File: src/rtl/alu_rs_pkg.sv
// Shared types for the ALU reservation station: entry layout and the issue bubble encoding.
package alu_rs_pkg;

    localparam int RS_WIDTH = 31;
    localparam int RS_ROB   = 2;
    localparam int RS_CTRL  = 3;

    typedef struct packed {
        logic                     rdy;
        logic [RS_ROB:0]          tag;
        logic signed [RS_WIDTH:0] val;
    } rs_operand_t;

    typedef struct packed {
        logic            busy;
        rs_operand_t     op1;
        rs_operand_t     op2;
        logic [RS_CTRL:0] ctrl;
        logic [RS_ROB:0]  rob;
    } rs_entry_t;

    localparam logic [RS_CTRL:0] INFO_BUBBLE = '1;

    // Distance from the ROB head; wraps naturally at the tag width.
    function automatic logic [RS_ROB:0] rs_age(input logic [RS_ROB:0] rob,
                                               input logic [RS_ROB:0] head);
        return rob - head;
    endfunction

endpackage

File: src/rtl/alu_issue_queue_if.sv
// Dispatch, CDB, commit and issue signals of the ALU reservation station.
interface alu_issue_queue_if
    import alu_rs_pkg::*;
#(
    parameter int DEPTH   = 8,
    parameter int WIDTH   = RS_WIDTH,
    parameter int ROB     = RS_ROB,
    parameter int C_WIDTH = RS_CTRL
);
    localparam int CNT_W = $clog2(DEPTH + 1);

    logic                    dispatchValid;
    logic                    ready1;
    logic                    ready2;
    logic signed [WIDTH:0]   value1;
    logic signed [WIDTH:0]   value2;
    logic [ROB:0]            rob1;
    logic [ROB:0]            rob2;
    logic [ROB:0]            robInstr;
    logic [C_WIDTH:0]        ALUControl;
    logic                    cdbValid;
    logic [ROB:0]            cdbRob;
    logic signed [WIDTH:0]   cdbValue;
    logic [ROB:0]            robHead;
    logic                    clear;
    logic                    validCommit;
    logic                    execute;
    logic                    full;
    logic [CNT_W-1:0]        freeCount;
    logic                    issueValid;
    logic signed [WIDTH:0]   src1;
    logic signed [WIDTH:0]   src2;
    logic [C_WIDTH:0]        instrInfo;
    logic [ROB:0]            instrRob;

    modport slave (
        input  dispatchValid, ready1, ready2, value1, value2, rob1, rob2, robInstr,
               ALUControl, cdbValid, cdbRob, cdbValue, robHead, clear, validCommit, execute,
        output full, freeCount, issueValid, src1, src2, instrInfo, instrRob
    );

    modport master (
        output dispatchValid, ready1, ready2, value1, value2, rob1, rob2, robInstr,
               ALUControl, cdbValid, cdbRob, cdbValue, robHead, clear, validCommit, execute,
        input  full, freeCount, issueValid, src1, src2, instrInfo, instrRob
    );

endinterface

File: src/rtl/alu_rs_entry.sv
// One reservation-station slot: operand storage, CDB wakeup with dispatch bypass, issue request.
module alu_rs_entry
    import alu_rs_pkg::*;
#(
    parameter int WIDTH   = RS_WIDTH,
    parameter int ROB     = RS_ROB,
    parameter int C_WIDTH = RS_CTRL
) (
    input  logic                  clk,
    input  logic                  rst,
    input  logic                  flush_i,
    input  logic                  alloc_i,
    input  logic                  issue_i,
    input  logic                  ready1_i,
    input  logic                  ready2_i,
    input  logic signed [WIDTH:0] value1_i,
    input  logic signed [WIDTH:0] value2_i,
    input  logic [ROB:0]          rob1_i,
    input  logic [ROB:0]          rob2_i,
    input  logic [ROB:0]          rob_instr_i,
    input  logic [C_WIDTH:0]      ctrl_i,
    input  logic                  cdb_valid_i,
    input  logic [ROB:0]          cdb_rob_i,
    input  logic signed [WIDTH:0] cdb_value_i,
    output rs_entry_t             entry_o,
    output logic                  req_o
);

    logic                  busy_q, busy_d;
    logic                  rdy1_q, rdy1_d;
    logic                  rdy2_q, rdy2_d;
    logic [ROB:0]          tag1_q, tag1_d;
    logic [ROB:0]          tag2_q, tag2_d;
    logic signed [WIDTH:0] val1_q, val1_d;
    logic signed [WIDTH:0] val2_q, val2_d;
    logic [C_WIDTH:0]      ctrl_q, ctrl_d;
    logic [ROB:0]          rob_q, rob_d;

    logic hit1, hit2, byp1, byp2;

    assign hit1 = cdb_valid_i && (cdb_rob_i == tag1_q);
    assign hit2 = cdb_valid_i && (cdb_rob_i == tag2_q);
    assign byp1 = cdb_valid_i && !ready1_i && (cdb_rob_i == rob1_i);
    assign byp2 = cdb_valid_i && !ready2_i && (cdb_rob_i == rob2_i);

    always_comb begin
        busy_d = busy_q;
        rdy1_d = rdy1_q;
        rdy2_d = rdy2_q;
        tag1_d = tag1_q;
        tag2_d = tag2_q;
        val1_d = val1_q;
        val2_d = val2_q;
        ctrl_d = ctrl_q;
        rob_d  = rob_q;
        if (busy_q && !rdy1_q && hit1) begin
            rdy1_d = 1'b1;
            val1_d = cdb_value_i;
        end
        if (busy_q && !rdy2_q && hit2) begin
            rdy2_d = 1'b1;
            val2_d = cdb_value_i;
        end
        // An operand whose producer broadcasts in the dispatch cycle is captured ready.
        if (alloc_i) begin
            busy_d = 1'b1;
            rdy1_d = ready1_i | byp1;
            rdy2_d = ready2_i | byp2;
            tag1_d = rob1_i;
            tag2_d = rob2_i;
            val1_d = byp1 ? cdb_value_i : value1_i;
            val2_d = byp2 ? cdb_value_i : value2_i;
            ctrl_d = ctrl_i;
            rob_d  = rob_instr_i;
        end
        if (issue_i || flush_i) begin
            busy_d = 1'b0;
        end
    end

    always_ff @(posedge clk or posedge rst) begin
        if (rst) begin
            busy_q <= 1'b0;
            rdy1_q <= 1'b0;
            rdy2_q <= 1'b0;
        end else begin
            busy_q <= busy_d;
            rdy1_q <= rdy1_d;
            rdy2_q <= rdy2_d;
        end
    end

    // Payload is only meaningful while busy, so it carries no reset.
    always_ff @(posedge clk) begin
        tag1_q <= tag1_d;
        tag2_q <= tag2_d;
        val1_q <= val1_d;
        val2_q <= val2_d;
        ctrl_q <= ctrl_d;
        rob_q  <= rob_d;
    end

    assign req_o = busy_q & rdy1_q & rdy2_q;

    always_comb begin
        entry_o.busy     = busy_q;
        entry_o.op1.rdy  = rdy1_q;
        entry_o.op1.tag  = tag1_q;
        entry_o.op1.val  = val1_q;
        entry_o.op2.rdy  = rdy2_q;
        entry_o.op2.tag  = tag2_q;
        entry_o.op2.val  = val2_q;
        entry_o.ctrl     = ctrl_q;
        entry_o.rob      = rob_q;
    end

endmodule

File: src/rtl/alu_issue_queue.sv
// Age-ordered ALU reservation station with self-managed free slots and a registered issue stage.
// Build option ALU_RS_AGE_SELECT_EN: oldest-first select by ROB age; undefined gives lowest-index select.
module alu_issue_queue
    import alu_rs_pkg::*;
#(
    parameter int DEPTH   = 8,
    parameter int WIDTH   = RS_WIDTH,
    parameter int ROB     = RS_ROB,
    parameter int C_WIDTH = RS_CTRL
) (
    input  logic              clk,
    input  logic              globalReset,
    alu_issue_queue_if.slave  bus
);

    localparam int CNT_W = $clog2(DEPTH + 1);
    localparam int IDX_W = (DEPTH > 1) ? $clog2(DEPTH) : 1;

    rs_entry_t          entries [DEPTH];
    logic [DEPTH-1:0]   req;
    logic [DEPTH-1:0]   busy;
    logic [DEPTH-1:0]   alloc_vec;
    logic [DEPTH-1:0]   issue_vec;
    logic [CNT_W-1:0]   free_cnt;
    logic               full;
    logic               flush;
    logic               alloc_found;
    logic               sel_found;
    logic [IDX_W-1:0]   sel_idx;
    rs_entry_t          sel_entry;
    logic               do_issue;

    logic                  issue_valid_q, issue_valid_d;
    logic signed [WIDTH:0] src1_q, src1_d;
    logic signed [WIDTH:0] src2_q, src2_d;
    logic [C_WIDTH:0]      info_q, info_d;
    logic [ROB:0]          irob_q, irob_d;

    assign flush = bus.clear & bus.validCommit;
    assign full  = &busy;

    // Lowest free slot; full is taken from the current state so a slot freed this cycle is not reused.
    always_comb begin
        free_cnt    = '0;
        alloc_vec   = '0;
        alloc_found = 1'b0;
        for (int i = 0; i < DEPTH; i++) begin
            if (!busy[i]) begin
                free_cnt = free_cnt + CNT_W'(1);
                if (!alloc_found && bus.dispatchValid && !flush) begin
                    alloc_vec[i] = 1'b1;
                    alloc_found  = 1'b1;
                end
            end
        end
    end

`ifdef ALU_RS_AGE_SELECT_EN
    logic [ROB:0] best_age;

    // Strict compare keeps the lower index on equal age.
    always_comb begin
        sel_found = 1'b0;
        sel_idx   = '0;
        best_age  = '0;
        for (int i = 0; i < DEPTH; i++) begin
            if (req[i] && (!sel_found || (rs_age(entries[i].rob, bus.robHead) < best_age))) begin
                sel_found = 1'b1;
                sel_idx   = IDX_W'(i);
                best_age  = rs_age(entries[i].rob, bus.robHead);
            end
        end
    end
`else
    logic unused_head;
    assign unused_head = ^bus.robHead;

    always_comb begin
        sel_found = 1'b0;
        sel_idx   = '0;
        for (int i = 0; i < DEPTH; i++) begin
            if (req[i] && !sel_found) begin
                sel_found = 1'b1;
                sel_idx   = IDX_W'(i);
            end
        end
    end
`endif

    assign do_issue  = bus.execute & sel_found & ~flush;
    assign sel_entry = entries[sel_idx];

    always_comb begin
        issue_vec = '0;
        for (int i = 0; i < DEPTH; i++) begin
            issue_vec[i] = do_issue && (sel_idx == IDX_W'(i));
        end
    end

    for (genvar g = 0; g < DEPTH; g++) begin : g_entry
        alu_rs_entry #(
            .WIDTH   (WIDTH),
            .ROB     (ROB),
            .C_WIDTH (C_WIDTH)
        ) u_entry (
            .clk         (clk),
            .rst         (globalReset),
            .flush_i     (flush),
            .alloc_i     (alloc_vec[g]),
            .issue_i     (issue_vec[g]),
            .ready1_i    (bus.ready1),
            .ready2_i    (bus.ready2),
            .value1_i    (bus.value1),
            .value2_i    (bus.value2),
            .rob1_i      (bus.rob1),
            .rob2_i      (bus.rob2),
            .rob_instr_i (bus.robInstr),
            .ctrl_i      (bus.ALUControl),
            .cdb_valid_i (bus.cdbValid),
            .cdb_rob_i   (bus.cdbRob),
            .cdb_value_i (bus.cdbValue),
            .entry_o     (entries[g]),
            .req_o       (req[g])
        );
        assign busy[g] = entries[g].busy;
    end

    always_comb begin
        issue_valid_d = issue_valid_q;
        src1_d        = src1_q;
        src2_d        = src2_q;
        info_d        = info_q;
        irob_d        = irob_q;
        if (flush || (bus.execute && !sel_found)) begin
            issue_valid_d = 1'b0;
            src1_d        = '0;
            src2_d        = '0;
            info_d        = INFO_BUBBLE;
            irob_d        = '0;
        end else if (do_issue) begin
            issue_valid_d = 1'b1;
            src1_d        = sel_entry.op1.val;
            src2_d        = sel_entry.op2.val;
            info_d        = sel_entry.ctrl;
            irob_d        = sel_entry.rob;
        end
    end

    always_ff @(posedge clk or posedge globalReset) begin
        if (globalReset) begin
            issue_valid_q <= 1'b0;
            src1_q        <= '0;
            src2_q        <= '0;
            info_q        <= INFO_BUBBLE;
            irob_q        <= '0;
        end else begin
            issue_valid_q <= issue_valid_d;
            src1_q        <= src1_d;
            src2_q        <= src2_d;
            info_q        <= info_d;
            irob_q        <= irob_d;
        end
    end

    assign bus.full       = full;
    assign bus.freeCount  = free_cnt;
    assign bus.issueValid = issue_valid_q;
    assign bus.src1       = src1_q;
    assign bus.src2       = src2_q;
    assign bus.instrInfo  = info_q;
    assign bus.instrRob   = irob_q;

endmodule

File: src/flat_wrapper.sv
// flat-port wrapper written by rule: the top's interface ports become plain ports
module alu_issue_queue_flat import alu_rs_pkg::*;
#(
    parameter int DEPTH   = 8,
    parameter int WIDTH   = RS_WIDTH,
    parameter int ROB     = RS_ROB,
    parameter int C_WIDTH = RS_CTRL
)
  (clk, globalReset, bus_dispatchValid, bus_ready1, bus_ready2, bus_value1, bus_value2, bus_rob1, bus_rob2, bus_robInstr, bus_ALUControl, bus_cdbValid, bus_cdbRob, bus_cdbValue, bus_robHead, bus_clear, bus_validCommit, bus_execute, bus_full, bus_freeCount, bus_issueValid, bus_src1, bus_src2, bus_instrInfo, bus_instrRob);
  alu_issue_queue_if #(.DEPTH(DEPTH), .WIDTH(WIDTH), .ROB(ROB), .C_WIDTH(C_WIDTH)) bus_i ();
  input  logic clk;
  input  logic globalReset;
  input wire logic [$bits(bus_i.dispatchValid)-1:0] bus_dispatchValid;
  input wire logic [$bits(bus_i.ready1)-1:0] bus_ready1;
  input wire logic [$bits(bus_i.ready2)-1:0] bus_ready2;
  input wire logic [$bits(bus_i.value1)-1:0] bus_value1;
  input wire logic [$bits(bus_i.value2)-1:0] bus_value2;
  input wire logic [$bits(bus_i.rob1)-1:0] bus_rob1;
  input wire logic [$bits(bus_i.rob2)-1:0] bus_rob2;
  input wire logic [$bits(bus_i.robInstr)-1:0] bus_robInstr;
  input wire logic [$bits(bus_i.ALUControl)-1:0] bus_ALUControl;
  input wire logic [$bits(bus_i.cdbValid)-1:0] bus_cdbValid;
  input wire logic [$bits(bus_i.cdbRob)-1:0] bus_cdbRob;
  input wire logic [$bits(bus_i.cdbValue)-1:0] bus_cdbValue;
  input wire logic [$bits(bus_i.robHead)-1:0] bus_robHead;
  input wire logic [$bits(bus_i.clear)-1:0] bus_clear;
  input wire logic [$bits(bus_i.validCommit)-1:0] bus_validCommit;
  input wire logic [$bits(bus_i.execute)-1:0] bus_execute;
  output wire logic [$bits(bus_i.full)-1:0] bus_full;
  output wire logic [$bits(bus_i.freeCount)-1:0] bus_freeCount;
  output wire logic [$bits(bus_i.issueValid)-1:0] bus_issueValid;
  output wire logic [$bits(bus_i.src1)-1:0] bus_src1;
  output wire logic [$bits(bus_i.src2)-1:0] bus_src2;
  output wire logic [$bits(bus_i.instrInfo)-1:0] bus_instrInfo;
  output wire logic [$bits(bus_i.instrRob)-1:0] bus_instrRob;
  assign bus_i.dispatchValid = bus_dispatchValid;
  assign bus_i.ready1 = bus_ready1;
  assign bus_i.ready2 = bus_ready2;
  assign bus_i.value1 = bus_value1;
  assign bus_i.value2 = bus_value2;
  assign bus_i.rob1 = bus_rob1;
  assign bus_i.rob2 = bus_rob2;
  assign bus_i.robInstr = bus_robInstr;
  assign bus_i.ALUControl = bus_ALUControl;
  assign bus_i.cdbValid = bus_cdbValid;
  assign bus_i.cdbRob = bus_cdbRob;
  assign bus_i.cdbValue = bus_cdbValue;
  assign bus_i.robHead = bus_robHead;
  assign bus_i.clear = bus_clear;
  assign bus_i.validCommit = bus_validCommit;
  assign bus_i.execute = bus_execute;
  assign bus_full = bus_i.full;
  assign bus_freeCount = bus_i.freeCount;
  assign bus_issueValid = bus_i.issueValid;
  assign bus_src1 = bus_i.src1;
  assign bus_src2 = bus_i.src2;
  assign bus_instrInfo = bus_i.instrInfo;
  assign bus_instrRob = bus_i.instrRob;
  alu_issue_queue #(.DEPTH(DEPTH), .WIDTH(WIDTH), .ROB(ROB), .C_WIDTH(C_WIDTH)) u_core (.clk(clk), .globalReset(globalReset), .bus(bus_i));
endmodule
File: config.mk
export PLATFORM = sky130hd
export DESIGN_NAME = alu_issue_queue_flat
export DESIGN_NICKNAME = d
export VERILOG_FILES = /design/src/rtl/alu_rs_pkg.sv /design/src/rtl/alu_issue_queue_if.sv /design/src/rtl/alu_rs_entry.sv /design/src/rtl/alu_issue_queue.sv /design/src/flat_wrapper.sv
export SDC_FILE = /design/constraint.sdc
export NUM_CORES = 1
export LEC_CHECK = 0
export BUFFER_PORTS_ARGS = -buffer_cell sky130_fd_sc_hd__buf_4
export CAP_MARGIN = 30
export CORE_UTILIZATION = 40
export CTS_CLUSTER_DIAMETER = 100
export DETAILED_ROUTE_END_ITERATION = 16
export GPL_ROUTABILITY_DRIVEN = 0
export GPL_TIMING_DRIVEN = 1
export SLEW_MARGIN = 15
export SYNTH_ARGS = -nofsm -noshare
export SYNTH_HDL_FRONTEND = slang
export SYNTH_SLANG_ARGS = --single-unit
File: constraint.sdc
create_clock -name clk -period 11 [get_ports clk]
set_clock_uncertainty 0.05 [all_clocks]
set_input_delay 1.1 -clock clk [delete_from_list [all_inputs] [get_ports clk]]
set_output_delay 1.1 -clock clk [all_outputs]
set_load 0.01 [all_outputs]
==> key figures <==
GRT
  • Largest net degree at the start of global routing: 172
  • First-pass GRT wire length: 161,000 um
  • Initial antenna violation count: 10
  • Total GRT Usage: 24.5%
  • Vias in the first global route: 23,561
  • Grt ovf: 0

STA
  • Fmax: 158 MHz
  • Minimum clock period: 6320 ps
  • Sum Neg Setup Slack: 0 ps
  • Setup repair after global routing missed its margin: false
  • Setup-failing EPs final: 0
  • Max Slew Vio Count: 0
  • Worst-margin pin slew: 1040 ps
  • Final hold vios: 0
  • Relative slew slack: 30.4%
  • Final critical-path share of the clock period: 57.5%

Finish
  • Final std cells w/o fill: 3,903
  • Register area: 20,900 sq um
  • Area occupied by multi-input gates: 13,200 sq um
  • Commonest non-fill, non-tap cell in the layout: edfxtp_1
  • Area Overhead vs Synth: 13.9%
  • Leading cell types in the layout, fill and taps excluded: edfxtp_1, mux2_2, buf_4
  • NumNets Final: 2,813
  • Share of layout cells above drive strength 1: 32.1%
  • Number of fillers in the final layout: 7,626

Detailed routing
  • DRT Pass-1 Iters: 6
  • Initial DRC count: 2,216
  • Post-route ant nets: 0
  • Routed WL: 111,000 um
  • Residual DRC count: 0
  • Routed via count: 23,042
  • Routed WL per cell: 28.5 um
  • Via density: 5.90

Setup path
  • CP arrival: 5170 ps
  • Crit-path cells: inv_1, ha_1, xnor2_4, ha_1, nor2b_1, a21o_1, ha_1, nor2b_1, a21o_1, ha_1, a32oi_1, nand2_1, ha_1, xor3_1, or3_1, a21oi_1, xnor2_1, buf_4
  • Reg-to-reg slack, setup: 7050 ps
  • CP Capture Type: output pin
  • Slowest cell on crit path: dfrtp_1
  • Crit-path most repeated cell: ha_1
  • Data required, critical path: 9850 ps
  • Crit Path Class: register to output pin
  • CP max FO: 12
  • CP peak stage delay: 560 ps
  • Crit start category: register

Yosys
  • Mapped Cells: 2,577
  • Cell area after synthesis: 35,200 sq um
  • Post-synth top area share: 52.6%
  • Fraction of registers with async set/reset: 13.5%
  • Synth Warn #: 0
  • Synth Net Count: 2,709
  • Unique cell type count in the Yosys netlist: 64
  • Post-synth top area cell: edfxtp_1
  • FF+latch count, synth: 712
  • Post-synth EDFFs: 616
  • Synth Area per Inst: 13.7 sq um
  • Sequential share of the synthesized area: 59.4%
  • Top_reg_cell synth: edfxtp_1
  • Most area-consuming cells after synthesis: edfxtp_1, mux2_2, dfrtp_1, a211o_1, nand2_1

Clocking
  • Worst-path clk slew: 60 ps
  • Postcts setup bufs: 0
  • Hold_buf cts: 0
  • CTS buffer count: 77
  • CTS tree: done
  • Root buf cell: clkbuf_16
  • Post-CTS sizing: 0
  • H-Tree Depth: 3
  • Clock Sinks: 712
  • Clock latency at the later pin of the worst-skew pair: 630 ps
  • Clock Tree Buf Depth: 3

Placed design
  • Dpl hpwl: 57,300 um
  • Placed Cells incl. Taps: 3,755
  • Port Buf Inserts: 197

Floorplan
  • Die ar.: 89,200 sq um
  • Die W: 299 um
  • Starting Density: 40.5%
  • Die Y: 299 um
  • CORE AREA: 86,900 sq um
  • IO Count: 201
  • # rows: 108

Flow run
  • Max-Cap Viols: 0

Pwr
  • Cell Pwr Density: 196 nW/um^2
  • Static leakage: 14.6 nW
  • Peak VDD IR: 197 uV

Outcome
  • Run status: finished clean

Worst hold path
  • Hold Path Class: register to register
metal layers:
| metal | track usage, % | vias up | part of all wire (%) |
|---|---|---|---|
| li1 | - | 10032 | - |
| met1 | 32.0 | 11879 | 41 |
| met2 | 41.5 | 948 | 49 |
| met3 | 4.34 | 169 | 7.4 |
| met4 | 7.16 | 14 | 2.2 |
| met5 | 0 | - | 0.091 |
cells in the mapped netlist, types with 3 or more instances:
| cell | count |
|---|---|
| nor2_4 | 5 |
| edfxtp_1 | 616 |
| or4_1 | 10 |
| mux2_2 | 417 |
| clkbuf_1 | 93 |
| inv_1 | 10 |
| a31o_2 | 6 |
| nor2b_1 | 8 |
| nor2_1 | 27 |
| nor3_1 | 11 |
| xnor2_1 | 23 |
| dfrtp_1 | 92 |
| buf_1 | 3 |
| and2_1 | 10 |
| a2bb2oi_1 | 6 |
| a211o_1 | 134 |
| buf_6 | 29 |
| nand3b_1 | 3 |
| nand2b_1 | 12 |
| a211oi_1 | 13 |
| buf_12 | 3 |
| o22ai_1 | 5 |
| ha_1 | 8 |
| nand2_1 | 223 |
| xor2_1 | 43 |
| mux2_4 | 40 |
| and3_1 | 81 |
| mux2_1 | 60 |
| nor2_2 | 3 |
| nor4_1 | 4 |
| dfstp_2 | 4 |
| a31oi_1 | 70 |
| a21oi_1 | 82 |
| mux2i_1 | 67 |
| buf_4 | 24 |
| nand3_1 | 80 |
| nand4_1 | 3 |
| o21ai_0 | 147 |
| buf_2 | 69 |
sequential cells by signal, summed over array words and instances (netlist names), 24 cells and up:
name / cells
u_core.g_entry.u_entry.ctrl_q: 32
u_core.bus.src1: 32
u_core.g_entry.u_entry.val2_q: 256
u_core.bus.src2: 32
u_core.g_entry.u_entry.rob_q: 24
u_core.g_entry.u_entry.tag2_q: 24
u_core.g_entry.u_entry.val1_q: 256
u_core.g_entry.u_entry.tag1_q: 24
metrics by stage:
step                hold WS (ps)  util, %  power [mW]  cell area [sq um]  worst slack (ps)
finish                       513     46.1        7.85              40100              4680
global route                 542     46.1        8.15              40100              4390
detailed placement           506     43.2        5.30              37500              5380
global placement             495     43.1        5.26              37500              5450
CTS                          520     46.1        7.89              40000              4700
floorplan                    461        -        4.55              35200              5950
worst paths after layout:
check                                                                    start                                  end  depth (start not counted)
worst max register to register    u_core.g_entry[4].u_entry.busy_q$_DFFE_PP0P_      u_core.bus.src2[15]$_DFFE_PP0P_                          7
max in group asynchronous                                          globalReset  u_core.bus.instrInfo[1]$_DFFE_PP1P_                          4
min in group asynchronous                                          globalReset      u_core.bus.src1[31]$_DFFE_PP0P_                          2
worst min register to register  u_core.g_entry[3].u_entry.val1_q[24]$_DFFE_PP_      u_core.bus.src1[24]$_DFFE_PP0P_                          2
worst max-delay path              u_core.g_entry[0].u_entry.busy_q$_DFFE_PP0P_                     bus_freeCount[3]                         18
worst min-delay path            u_core.g_entry[3].u_entry.val1_q[24]$_DFFE_PP_      u_core.bus.src1[24]$_DFFE_PP0P_                          2
power breakdown:
| part | internal (mW) | switching [mW] | total, mW |
|---|---|---|---|
| sequential | 3.15 | 0.123 | 3.27 |
| clock | 1.52 | 1.08 | 2.60 |
| combinational | 0.834 | 1.15 | 1.98 |
worst max-delay path: cells and delay by family, from the launching register on:
| family | cells | cell delay, ps |
|---|---|---|
| adder cells (fa/ha/maj) | 5 | 1470 |
| XOR/XNOR | 3 | 700 |
| flip-flops | 1 | 560 |
| AO/OA/AOI/OAI | 4 | 820 |
| buffers and inverters | 2 | 250 |
| AND/OR/NAND/NOR | 4 | 750 |
cells by family (layout without fill, tap and decap cells):
group	Yosys count	count (layout)	share of synthesized area, %
flip-flops	712	712	59.4
multiplexers	584	584	18.9
AND/OR/NAND/NOR	496	496	7.03
AO/OA/AOI/OAI	474	474	8.77
buffers and inverters	233	401	3.75
XOR/XNOR	70	70	1.88
adder cells (fa/ha/maj)	8	8	0.284
other	0	3	0
area by class of cell:
class                   count  share of cell area (%)
multi-input cells        1632                    33.0
clock buffers             110                    5.53
flip-flops and latches    712                    52.2
inverters                  10                  0.0999
diodes                      3                  0.0187
repair buffers            248                    4.83
clock inverters            33                   0.780
well taps                1155                    3.61
(Power assumes the default switching activity.)
